==> config.mk <==
export PLATFORM = sky130hd
export DESIGN_NAME = branch_resolve_flat
export DESIGN_NICKNAME = d
export VERILOG_FILES = /design/src/rtl/branch_resolve_pkg.sv /design/src/rtl/branch_resolve_if.sv /design/src/rtl/branch_fifo.sv /design/src/rtl/branch_resolve.sv /design/src/flat_wrapper.sv
export SDC_FILE = /design/constraint.sdc
export NUM_CORES = 1
export LEC_CHECK = 0
export ABC_CLOCK_PERIOD_IN_PS = 9500
export CAP_MARGIN = 40
export CORE_MARGIN = 4
export CORE_UTILIZATION = 59
export DETAILED_ROUTE_END_ITERATION = 6
export HOLD_SLACK_MARGIN = 0.1
export PLACE_DENSITY = 0.85
export SYNTH_ARGS = -nofsm -noshare
export SYNTH_HDL_FRONTEND = slang
export SYNTH_SLANG_ARGS = --single-unit
==> constraint.sdc <==
create_clock -name clk_i -period 9.5 [get_ports clk_i]
set_input_delay 1.9 -clock clk_i [delete_from_list [all_inputs] [get_ports clk_i]]
set_output_delay 1.9 -clock clk_i [all_outputs]
set_load 0.01 [all_outputs]
==> src/rtl/branch_resolve_pkg.sv <==
// Shared types for the branch resolution slice: condition codes, FIFO entry
// layout, resolver states and the condition evaluator.
package branch_resolve_pkg;

    typedef logic [31:0] word32_t;

    typedef enum logic [2:0] {
        BR_BEQ  = 3'b000,
        BR_BNE  = 3'b001,
        BR_BLT  = 3'b100,
        BR_BGE  = 3'b101,
        BR_BLTU = 3'b110,
        BR_BGEU = 3'b111
    } br_cond_t;

    typedef struct packed {
        logic    pred;
        word32_t target;
        word32_t fallthru;
    } br_entry_t;

    typedef enum logic [1:0] {
        IDLE    = 2'd0,
        EVAL    = 2'd1,
        RECOVER = 2'd2
    } br_state_t;

    // Unused encodings 010/011 resolve as not-taken.
    function automatic logic eval_cond(br_cond_t c, word32_t a, word32_t b);
        logic r;
        case (c)
            BR_BEQ:  r = (a == b);
            BR_BNE:  r = (a != b);
            BR_BLT:  r = ($signed(a) <  $signed(b));
            BR_BGE:  r = ($signed(a) >= $signed(b));
            BR_BLTU: r = (a <  b);
            BR_BGEU: r = (a >= b);
            default: r = 1'b0;
        endcase
        return r;
    endfunction

endpackage

==> src/rtl/branch_resolve_if.sv <==
// Fetch-side and execute-side signals of the branch resolver, bundled so the
// bench (master) and resolver (slave) share one connection.
interface branch_resolve_if;
    import branch_resolve_pkg::*;

    logic     issuing_branch_i;
    logic     br_taken_i;
    word32_t  pc_target_i;
    word32_t  pc_fallthru_i;
    logic     fifo_full_o;
    logic     br_valid_i;
    logic     br_ready_o;
    br_cond_t br_cond_i;
    word32_t  rs1_val_i;
    word32_t  rs2_val_i;
    logic     cond_eval_o;
    logic     corr_pred_o;
    logic     flush_o;
    word32_t  redirect_pc_o;

    modport master (
        output issuing_branch_i, br_taken_i, pc_target_i, pc_fallthru_i,
        output br_valid_i, br_cond_i, rs1_val_i, rs2_val_i,
        input  fifo_full_o, br_ready_o, cond_eval_o, corr_pred_o,
        input  flush_o, redirect_pc_o
    );

    modport slave (
        input  issuing_branch_i, br_taken_i, pc_target_i, pc_fallthru_i,
        input  br_valid_i, br_cond_i, rs1_val_i, rs2_val_i,
        output fifo_full_o, br_ready_o, cond_eval_o, corr_pred_o,
        output flush_o, redirect_pc_o
    );
endinterface

==> src/rtl/branch_fifo.sv <==
// In-order FIFO of outstanding predictions. Pointers carry a wrap bit so
// full and empty are distinguishable; clear wins over push and pop.
module branch_fifo
    import branch_resolve_pkg::*;
#(
    parameter int DEPTH = 4
) (
    input  logic      clk_i,
    input  logic      reset_ni,
    input  logic      push_i,
    input  br_entry_t entry_i,
    input  logic      pop_i,
    input  logic      clear_i,
    output logic      full_o,
    output logic      empty_o,
    output br_entry_t head_o
);
    localparam int AW = $clog2(DEPTH);

    logic [AW:0] wr_ptr_q, wr_ptr_d;
    logic [AW:0] rd_ptr_q, rd_ptr_d;
    br_entry_t   mem_q [DEPTH];
    logic        wr_en, rd_en;

    assign empty_o = (wr_ptr_q == rd_ptr_q);
    assign full_o  = (wr_ptr_q[AW] != rd_ptr_q[AW]) &&
                     (wr_ptr_q[AW-1:0] == rd_ptr_q[AW-1:0]);
    assign head_o  = mem_q[rd_ptr_q[AW-1:0]];

    // A pop frees the head slot, so a simultaneous push is allowed even when full.
    assign wr_en = push_i && (!full_o || pop_i) && !clear_i;
    assign rd_en = pop_i && !empty_o && !clear_i;

    always_comb begin
        wr_ptr_d = wr_ptr_q;
        rd_ptr_d = rd_ptr_q;
        if (clear_i) begin
            wr_ptr_d = '0;
            rd_ptr_d = '0;
        end else begin
            if (wr_en) wr_ptr_d = wr_ptr_q + {{AW{1'b0}}, 1'b1};
            if (rd_en) rd_ptr_d = rd_ptr_q + {{AW{1'b0}}, 1'b1};
        end
    end

    always_ff @(posedge clk_i or negedge reset_ni) begin
        if (!reset_ni) begin
            wr_ptr_q <= '0;
            rd_ptr_q <= '0;
        end else begin
            wr_ptr_q <= wr_ptr_d;
            rd_ptr_q <= rd_ptr_d;
        end
    end

    always_ff @(posedge clk_i) begin
        if (wr_en) mem_q[wr_ptr_q[AW-1:0]] <= entry_i;
    end

endmodule

==> src/rtl/branch_resolve.sv <==
// Resolves queued branch predictions in program order, reports outcome to the
// predictor and raises a flush with the correct PC on a mispredict.
module branch_resolve
    import branch_resolve_pkg::*;
#(
    parameter int DEPTH          = 4,
    parameter int RECOVER_CYCLES = 2
) (
    input logic             clk_i,
    input logic             reset_ni,
    branch_resolve_if.slave bus
);
    localparam int CW = $clog2(RECOVER_CYCLES + 1);

    br_state_t state_q, state_d;
    logic [CW-1:0] cnt_q, cnt_d;
    logic      corr_q, corr_d;
    word32_t   redirect_q, redirect_d;

    br_entry_t push_entry, head;
    logic      full, empty, ready, accept, actual, flush;

    assign push_entry = '{pred: bus.br_taken_i, target: bus.pc_target_i,
                          fallthru: bus.pc_fallthru_i};

    branch_fifo #(.DEPTH(DEPTH)) u_fifo (
        .clk_i   (clk_i),
        .reset_ni(reset_ni),
        .push_i  (bus.issuing_branch_i),
        .entry_i (push_entry),
        .pop_i   (accept),
        .clear_i (flush),
        .full_o  (full),
        .empty_o (empty),
        .head_o  (head)
    );

    assign ready  = (state_q == IDLE) && !empty;
    assign accept = bus.br_valid_i && ready;
    assign actual = eval_cond(bus.br_cond_i, bus.rs1_val_i, bus.rs2_val_i);
    assign flush  = (state_q == EVAL) && !corr_q;

    always_comb begin
        state_d    = state_q;
        cnt_d      = cnt_q;
        corr_d     = corr_q;
        redirect_d = redirect_q;
        case (state_q)
            IDLE: begin
                if (accept) begin
                    state_d = EVAL;
                    corr_d  = (actual == head.pred);
                    // Only a mispredict moves the redirect PC; it otherwise holds.
                    if (actual != head.pred)
                        redirect_d = actual ? head.target : head.fallthru;
                end
            end
            EVAL: begin
                if (corr_q) begin
                    state_d = IDLE;
                end else begin
                    state_d = RECOVER;
                    cnt_d   = CW'(RECOVER_CYCLES);
                end
            end
            RECOVER: begin
                if (cnt_q == CW'(1)) begin
                    state_d = IDLE;
                    cnt_d   = '0;
                end else begin
                    cnt_d = cnt_q - CW'(1);
                end
            end
            default: state_d = IDLE;
        endcase
    end

    always_ff @(posedge clk_i or negedge reset_ni) begin
        if (!reset_ni) begin
            state_q    <= IDLE;
            cnt_q      <= '0;
            corr_q     <= 1'b0;
            redirect_q <= '0;
        end else begin
            state_q    <= state_d;
            cnt_q      <= cnt_d;
            corr_q     <= corr_d;
            redirect_q <= redirect_d;
        end
    end

    assign bus.fifo_full_o   = full;
    assign bus.br_ready_o    = ready;
    assign bus.cond_eval_o   = (state_q == EVAL);
    assign bus.corr_pred_o   = (state_q == EVAL) && corr_q;
    assign bus.flush_o       = flush;
    assign bus.redirect_pc_o = redirect_q;

endmodule

==> src/flat_wrapper.sv <==
// flat-port wrapper written by rule: the top's interface ports become plain ports
module branch_resolve_flat import branch_resolve_pkg::*;
#(
    parameter int DEPTH          = 4,
    parameter int RECOVER_CYCLES = 2
)
  (clk_i, reset_ni, bus_issuing_branch_i, bus_br_taken_i, bus_pc_target_i, bus_pc_fallthru_i, bus_br_valid_i, bus_br_cond_i, bus_rs1_val_i, bus_rs2_val_i, bus_fifo_full_o, bus_br_ready_o, bus_cond_eval_o, bus_corr_pred_o, bus_flush_o, bus_redirect_pc_o);
  branch_resolve_if bus_i ();
  input logic clk_i;
  input logic reset_ni;
  input wire logic [$bits(bus_i.issuing_branch_i)-1:0] bus_issuing_branch_i;
  input wire logic [$bits(bus_i.br_taken_i)-1:0] bus_br_taken_i;
  input wire logic [$bits(bus_i.pc_target_i)-1:0] bus_pc_target_i;
  input wire logic [$bits(bus_i.pc_fallthru_i)-1:0] bus_pc_fallthru_i;
  input wire logic [$bits(bus_i.br_valid_i)-1:0] bus_br_valid_i;
  input wire logic [$bits(bus_i.br_cond_i)-1:0] bus_br_cond_i;
  input wire logic [$bits(bus_i.rs1_val_i)-1:0] bus_rs1_val_i;
  input wire logic [$bits(bus_i.rs2_val_i)-1:0] bus_rs2_val_i;
  output wire logic [$bits(bus_i.fifo_full_o)-1:0] bus_fifo_full_o;
  output wire logic [$bits(bus_i.br_ready_o)-1:0] bus_br_ready_o;
  output wire logic [$bits(bus_i.cond_eval_o)-1:0] bus_cond_eval_o;
  output wire logic [$bits(bus_i.corr_pred_o)-1:0] bus_corr_pred_o;
  output wire logic [$bits(bus_i.flush_o)-1:0] bus_flush_o;
  output wire logic [$bits(bus_i.redirect_pc_o)-1:0] bus_redirect_pc_o;
  assign bus_i.issuing_branch_i = bus_issuing_branch_i;
  assign bus_i.br_taken_i = bus_br_taken_i;
  assign bus_i.pc_target_i = bus_pc_target_i;
  assign bus_i.pc_fallthru_i = bus_pc_fallthru_i;
  assign bus_i.br_valid_i = bus_br_valid_i;
  assign bus_i.br_cond_i = bus_br_cond_i;
  assign bus_i.rs1_val_i = bus_rs1_val_i;
  assign bus_i.rs2_val_i = bus_rs2_val_i;
  assign bus_fifo_full_o = bus_i.fifo_full_o;
  assign bus_br_ready_o = bus_i.br_ready_o;
  assign bus_cond_eval_o = bus_i.cond_eval_o;
  assign bus_corr_pred_o = bus_i.corr_pred_o;
  assign bus_flush_o = bus_i.flush_o;
  assign bus_redirect_pc_o = bus_i.redirect_pc_o;
  branch_resolve #(.DEPTH(DEPTH), .RECOVER_CYCLES(RECOVER_CYCLES)) u_core (.clk_i(clk_i), .reset_ni(reset_ni), .bus(bus_i));
endmodule
# After elaboration in Yosys (flattened, before gate mapping)
# Memories as Yosys holds them, arrays and structs flattened.
# Cells that the tools add are included.
# totals
register_bits	43
latch_bits	0
ram_bits	260
romBits	0
output_inout_bits	37
n_memories	1
# memory_table
name	depth	word_bits	read_ports	rd_clocked_by_memory_dff	write_ports	line_no	rtl
u_core.u_fifo.mem_q	4	65	1	0	1	branch_fifo.sv:22	br_entry_t mem_q [DEPTH];
# op_classes
n_addsub	3
multipliers	0
n_div	0
order_cmp	4
n_eq_ne	18
shift	0
n_mux	15
bitwise_logic	0
reduce_logical	23
# op_table
operator	count
$ge 32x32->1	2
$lt 32x32->1	2
$eq 32x32->1	1
$mux 32	1
$ne 32x32->1	1
$eq 3x3->1 const B	4
$mux 3	4
$mux 2	5
$logic_and 1x1->1	9
$add 3x1->3 const B	2
$pmux 1 s6	1
$pmux 2 s3	1
$reduce_and 2->1	3
$reduce_bool 2->1	3
$eq 2x1->1 const B	2
$logic_not 1->1	4
$ne 2x2->1 const B	2
$pmux 2 s2	1
$eq 3x1->1 const B	1
$eq 3x3->1	1
$logic_not 3->1	1
$reduce_and 3->1	1
$eq 2x2->1	1
$eq 2x2->1 const B	1
other kinds (7)	9

# Logic depth before layout (Yosys ltp)
# logic_depth
ltp_word	9
ltp_mapped	13

# By module
# From an unflattened synthesis, not the netlist that was laid out.
# hier_totals
cells_unflattened	834
area_unflattened_um2	13724.4
# by_module_without_submodules
mod	n_inst	cells_per_inst	area_each_um2	seq_area_each_um2
branch_fifo	1	395	9920.8	7957.6
branch_resolve	1	439	3803.6	925.9

# Worst setup path after synthesis
# No wires, ideal clock.
# synth_path
path_kind	in2reg
startpoint	input port bus_br_valid_i
endpoint	memory u_core.u_fifo.mem_q[0][0] in the netlist's numbering, enable pin
setup_ps	430
t_arrival_ps	4227
required_time_ps	9070
slack_ps	4843
path_stages	4
n_path_buf	0
path_cell_list	nand2_1 > a21boi_0 > nor2b_1 > and2_1
# synth_between
elab_chain_cells	6
# synth_rtl
item	line_no	rtl
from (decl)	flat_wrapper.sv:15	input wire logic [$bits(bus_i.br_valid_i)-1:0] bus_br_valid_i;
$logic_and 1x1->1	branch_resolve.sv:39	assign accept = bus.br_valid_i && ready;
$logic_or 1x1->1	branch_fifo.sv:31	assign wr_en = push_i && (!full_o || pop_i) && !clear_i;
$logic_and 1x1->1 (2 in series)	branch_fifo.sv:31	
$mux 1	branch_fifo.sv:57	if (wr_en) mem_q[wr_ptr_q[AW-1:0]] <= entry_i;
$mux 1 (implied by the code)	branch_fifo.sv:57	
to (decl)	branch_fifo.sv:22	
# Every way passes these cells.

# Worst setup path after layout
# layout_path
startpoint	input port bus_rs2_val_i[14]
endpoint	register u_core.redirect_q[1], in the netlist u_core.bus.redirect_pc_o[1]
# layout_between
elab_chain_cells	4
word_cells_on_any_way	10
# layout_rtl
item	line_no	rtl
from (decl)	flat_wrapper.sv:18	input wire logic [$bits(bus_i.rs2_val_i)-1:0] bus_rs2_val_i;
$ge 32x32->1 (tied with other cells)	branch_resolve_pkg.sv:37	BR_BGEU: r = (a >= b);
$pmux 1 s6 *	branch_resolve_pkg.sv:31	case (c)
$ne 1x1->1	branch_resolve.sv:54	if (actual != head.pred)
$reduce_and 3->1 (no source line)	n/a	
to (signal assigned)	branch_resolve.sv:88	redirect_q <= redirect_d;
to (decl)	branch_resolve.sv:18	word32_t redirect_q, redirect_d;
# Mark *: on every way between the ends. The rest lies on a longest branch, timed or not.
# A chain may end at the register's enable or synchronous reset.

==> impl_summary.log <==
INFO  metric drive_gt1_share = 18.18%
INFO  metric post_synth_xor_xnor_area = less than 1%
INFO  metric synth_flop_cell = edfxtp_1
INFO  metric tritoncts.num_buffers = 29
INFO  metric dpl-instance-area = 14730 um2
INFO  metric ff_latch_area = 8891 um2
INFO  metric leakagePower = 5.604 nW
INFO  metric row_count = 53
INFO  metric synth.net_count = 884
INFO  metric detail_route.drc_violations = 0
INFO  metric cts_resized = 0
INFO  metric ant_nets = 0
INFO  metric clock_root_cell = clkbuf_16
INFO  metric cellPowerDensity = between 200 and 300 nW/um2
INFO  metric syn2layout_area_growth = 24.44%
INFO  metric post_drt_via_cell_ratio = 5.880
INFO  metric timing.fmax = 193.6 MHz
INFO  metric cts_tree = yes
INFO  metric final.setup.tns = 0 ns
INFO  metric clkPwrFrac = 26.6%
INFO  metric place.port_buffers = 172
INFO  metric crit_path_end_kind = register
INFO  metric final_routed_wire_length_divided_by_cell_count = approximately 22 um
INFO  metric crit_path_max_fanout = between 60 and 70
INFO  metric simple_gate_share_of_the_synthesized_area = 4.430%
INFO  metric synth.top_cells.by_area = edfxtp_1, mux4_2, dfrtp_1
INFO  metric netlist_top_cells_count = edfxtp_1, inv_1, mux4_2, dfrtp_1, nor2_1
INFO  metric dp_cells = 1134
INFO  metric drtPass1Iterations = 4
INFO  metric netlist.area_leader.share = 61.84%
INFO  metric worst_setup_hold_path_clk_slew = ~0.07 ns
INFO  metric classification_of_the_worst_slack_hold_path = register to register
INFO  metric wl = about 26000 um
INFO  metric hpwlAfterDp = 16470 um
INFO  metric ctsHtreeMaxLevel = 1
INFO  metric critical_path_start_type = input port
INFO  metric design_area_final = 15710 um2
INFO  metric setup_violations = 0
INFO  metric share_of_flip_flops_with_an_asynchronous_set_or_reset = between 10 and 15%
INFO  metric die_y = about 150 um
INFO  metric pre_cts_slack = 3.784 ns
INFO  metric post_synth_num_cell_types = 41
INFO  metric core-area = 21020 um2
INFO  metric power_report.internal_total = 3.148 mW
INFO  metric hold_viol = 0
INFO  metric post_cts.repair.setup_buffers = 0
INFO  metric layout.cells.non_filler = roughly 1200
INFO  metric floorplan.initialDensity = 60.06%
INFO  metric final_hold_slack = between 0.5 and 0.6 ns
INFO  metric synth_seq_cells = 303
INFO  metric synth_top_family_by_area = multiplexers
INFO  metric dieArea = 23800 um2
INFO  metric power_switching = 1.275 mW
INFO  metric cap_viol_max_count = 0
INFO  metric routed-via-count = 6985
INFO  metric num-nets-final = 1064
INFO  metric post_synth_top_area_cell = edfxtp_1
INFO  metric post_cts_hold_buffer_count = 0
INFO  metric timing.final.crit_share = 54.38%
INFO  metric die-width = 154.3 um
INFO  metric post_synth_instance_area = around 13000 um2
INFO  metric antenna_cells = 0
INFO  metric synth_compound_area_share = approximately 5.6%
INFO  metric detailedRoute.firstIterationViolations = 627
INFO  metric layout_min_cycle_time = just over 5 ns
INFO  metric grt_pass1_vias = roughly 7400
INFO  metric synth_area_per_cell = about 18 um2
INFO  metric num_io_pins = 173
INFO  metric synth_sequential_area_ratio = 70.36%
INFO  metric p_seq_share = 44.3%
INFO  metric p_sw_share = 28.83%
INFO  metric grt-ovfl-total = 0
INFO  metric worst_skew_pair.late_latency = 0.54 ns
INFO  metric post-synth-top-count-cell = edfxtp_1
INFO  metric pwr-share-comb = 29.2%
INFO  metric timing.final.max_slew_violations = 0
INFO  metric multi_input_area = 3333 um2
INFO  metric grt_max_degree = 67
INFO  metric timing.critical_path.arrival = roughly 5.6 ns
INFO  metric synth.area.mux_share = 11.79%
INFO  metric worst_ir_drop_vdd = 0.2542 mV
INFO  metric postSynthCellCount = 710
INFO  metric synth_edf_count = 260
INFO  metric cts_sinks = 303
INFO  metric antenna_found_initial = 2
INFO  metric groute.usage.overall = 22.09%
INFO  metric first_pass_grt_wire_length = 41250 um
INFO  metric skew = 0.01454 ns
INFO  metric synth_adder_area_share = 3.766%
INFO  metric worstMarginPinSlew = 0.8585 ns
INFO  metric fillers = 1222
INFO  metric worst_slew_margin_rel = 42.77%
INFO  metric yosys_warnings = 0
INFO  metric result_of_the_run = finished clean
INFO  metric routabilityCongestion = 0.8366
INFO  metric grt_setup_unrepaired = false
INFO  metric criticalPathCategory = input port to register
INFO  metric final_ws_setup = 4.334 ns
INFO  metric crit_required = around 10 ns
INFO  metric maximum_buffer_depth_of_the_clock_tree = 3
final cells by class:
class	instances	share of cell area, %
Clock buffer	32	4.754
Inverter	70	1.672
Multi-Input combinational cell	304	21.22
Clock inverter	22	1.521
Sequential cell	303	56.59
Timing Repair Buffer	182	12.06
Tap cell	275	2.190
cell usage in the layout (no fill, tap or decap), drive strengths merged, types with 19 or more instances in the layout:
| cell type | instances |
|---|---|
| edfxtp | 260 |
| clkdlybuf4s50 | 171 |
| inv | 72 |
| mux4 | 65 |
| dfrtp | 43 |
| nor2 | 41 |
| ha | 38 |
| nor3 | 34 |
| a221oi | 34 |
| clkbuf | 32 |
| a21oi | 19 |
logic make-up (layout without fill, tap and decap cells):
family / count (synthesis) / after routing
adder cells (fa/ha/maj): 38 / 38
flip-flops: 303 / 303
buffers and inverters: 103 / 306
AND/OR/NAND/NOR: 119 / 119
AO/OA/AOI/OAI: 71 / 71
multiplexers: 67 / 67
XOR/XNOR: 9 / 9
power by group through the flow:
stage,registers (mW),logic (mW),clock network (mW)
floorplan,1.94,0.853,0
global placement,1.97,1.23,0
finish,1.96,1.29,1.17
global route,1.99,1.39,1.25
CTS,1.96,1.31,1.19
detailed placement,1.99,1.30,0
worst paths after layout:
kind | startpoint | depth (start not counted) | slack (ns) | end
worst max-delay path | bus_rs2_val_i[14] | 14 | 4.33 | u_core.bus.redirect_pc_o[1]
worst min-delay path | u_core.cnt_q[0] | 1 | 0.51 | u_core.cnt_q[0]
worst max register to register | u_core.u_fifo.rd_ptr_q[0] | 8 | 5.79 | u_core.u_fifo.mem_q[2][24]
worst min register to register | u_core.cnt_q[0] | 1 | 0.51 | u_core.cnt_q[0]
max in group asynchronous | reset_ni | 2 | 7.58 | u_core.u_fifo.rd_ptr_q[0]
min in group asynchronous | reset_ni | 1 | 1.36 | u_core.bus.redirect_pc_o[26]
per-stage QoR:
step                util [%]  total power [mW]
floorplan                  -             2.791
global placement       69.31             3.207
detailed placement     70.05             3.284
CTS                    74.74             4.467
global route           74.74             4.631
finish                 74.74             4.423
sequential cells by signal (all words and copies together), names as in the netlist:
name / cells
u_core.bus.redirect_pc_o: 32
u_core.corr_q: 1
u_core.u_fifo.mem_q: 260
u_core.u_fifo.rd_ptr_q: 3
u_core.state_q: 2
u_core.u_fifo.wr_ptr_q: 3
u_core.cnt_q: 2
routing by layer:
metal  track usage (%)  vias up  part of all wire [%]
met3             4.477       47                   7.0
met4             4.752        4                   1.8
met2             39.18      260                    52
li1                  -     3141                     -
met5                 0        -                 0.087
met1             28.62     3533                    39
worst max-delay path, stage by stage:
cell             delay, ns
clkdlybuf4s50_1       0.46
inv_1                 0.04
ha_1                  0.32
a21oi_1               0.15
nand2_1               0.07
a221o_1               0.34
a211o_1               0.26
a21oi_2               0.20
xor2_1                0.13
a221oi_4              0.28
buf_4                 0.16
buf_16                0.30
mux2_4                0.58
a221oi_2              0.38
Power figures use the tool's default switching activity.
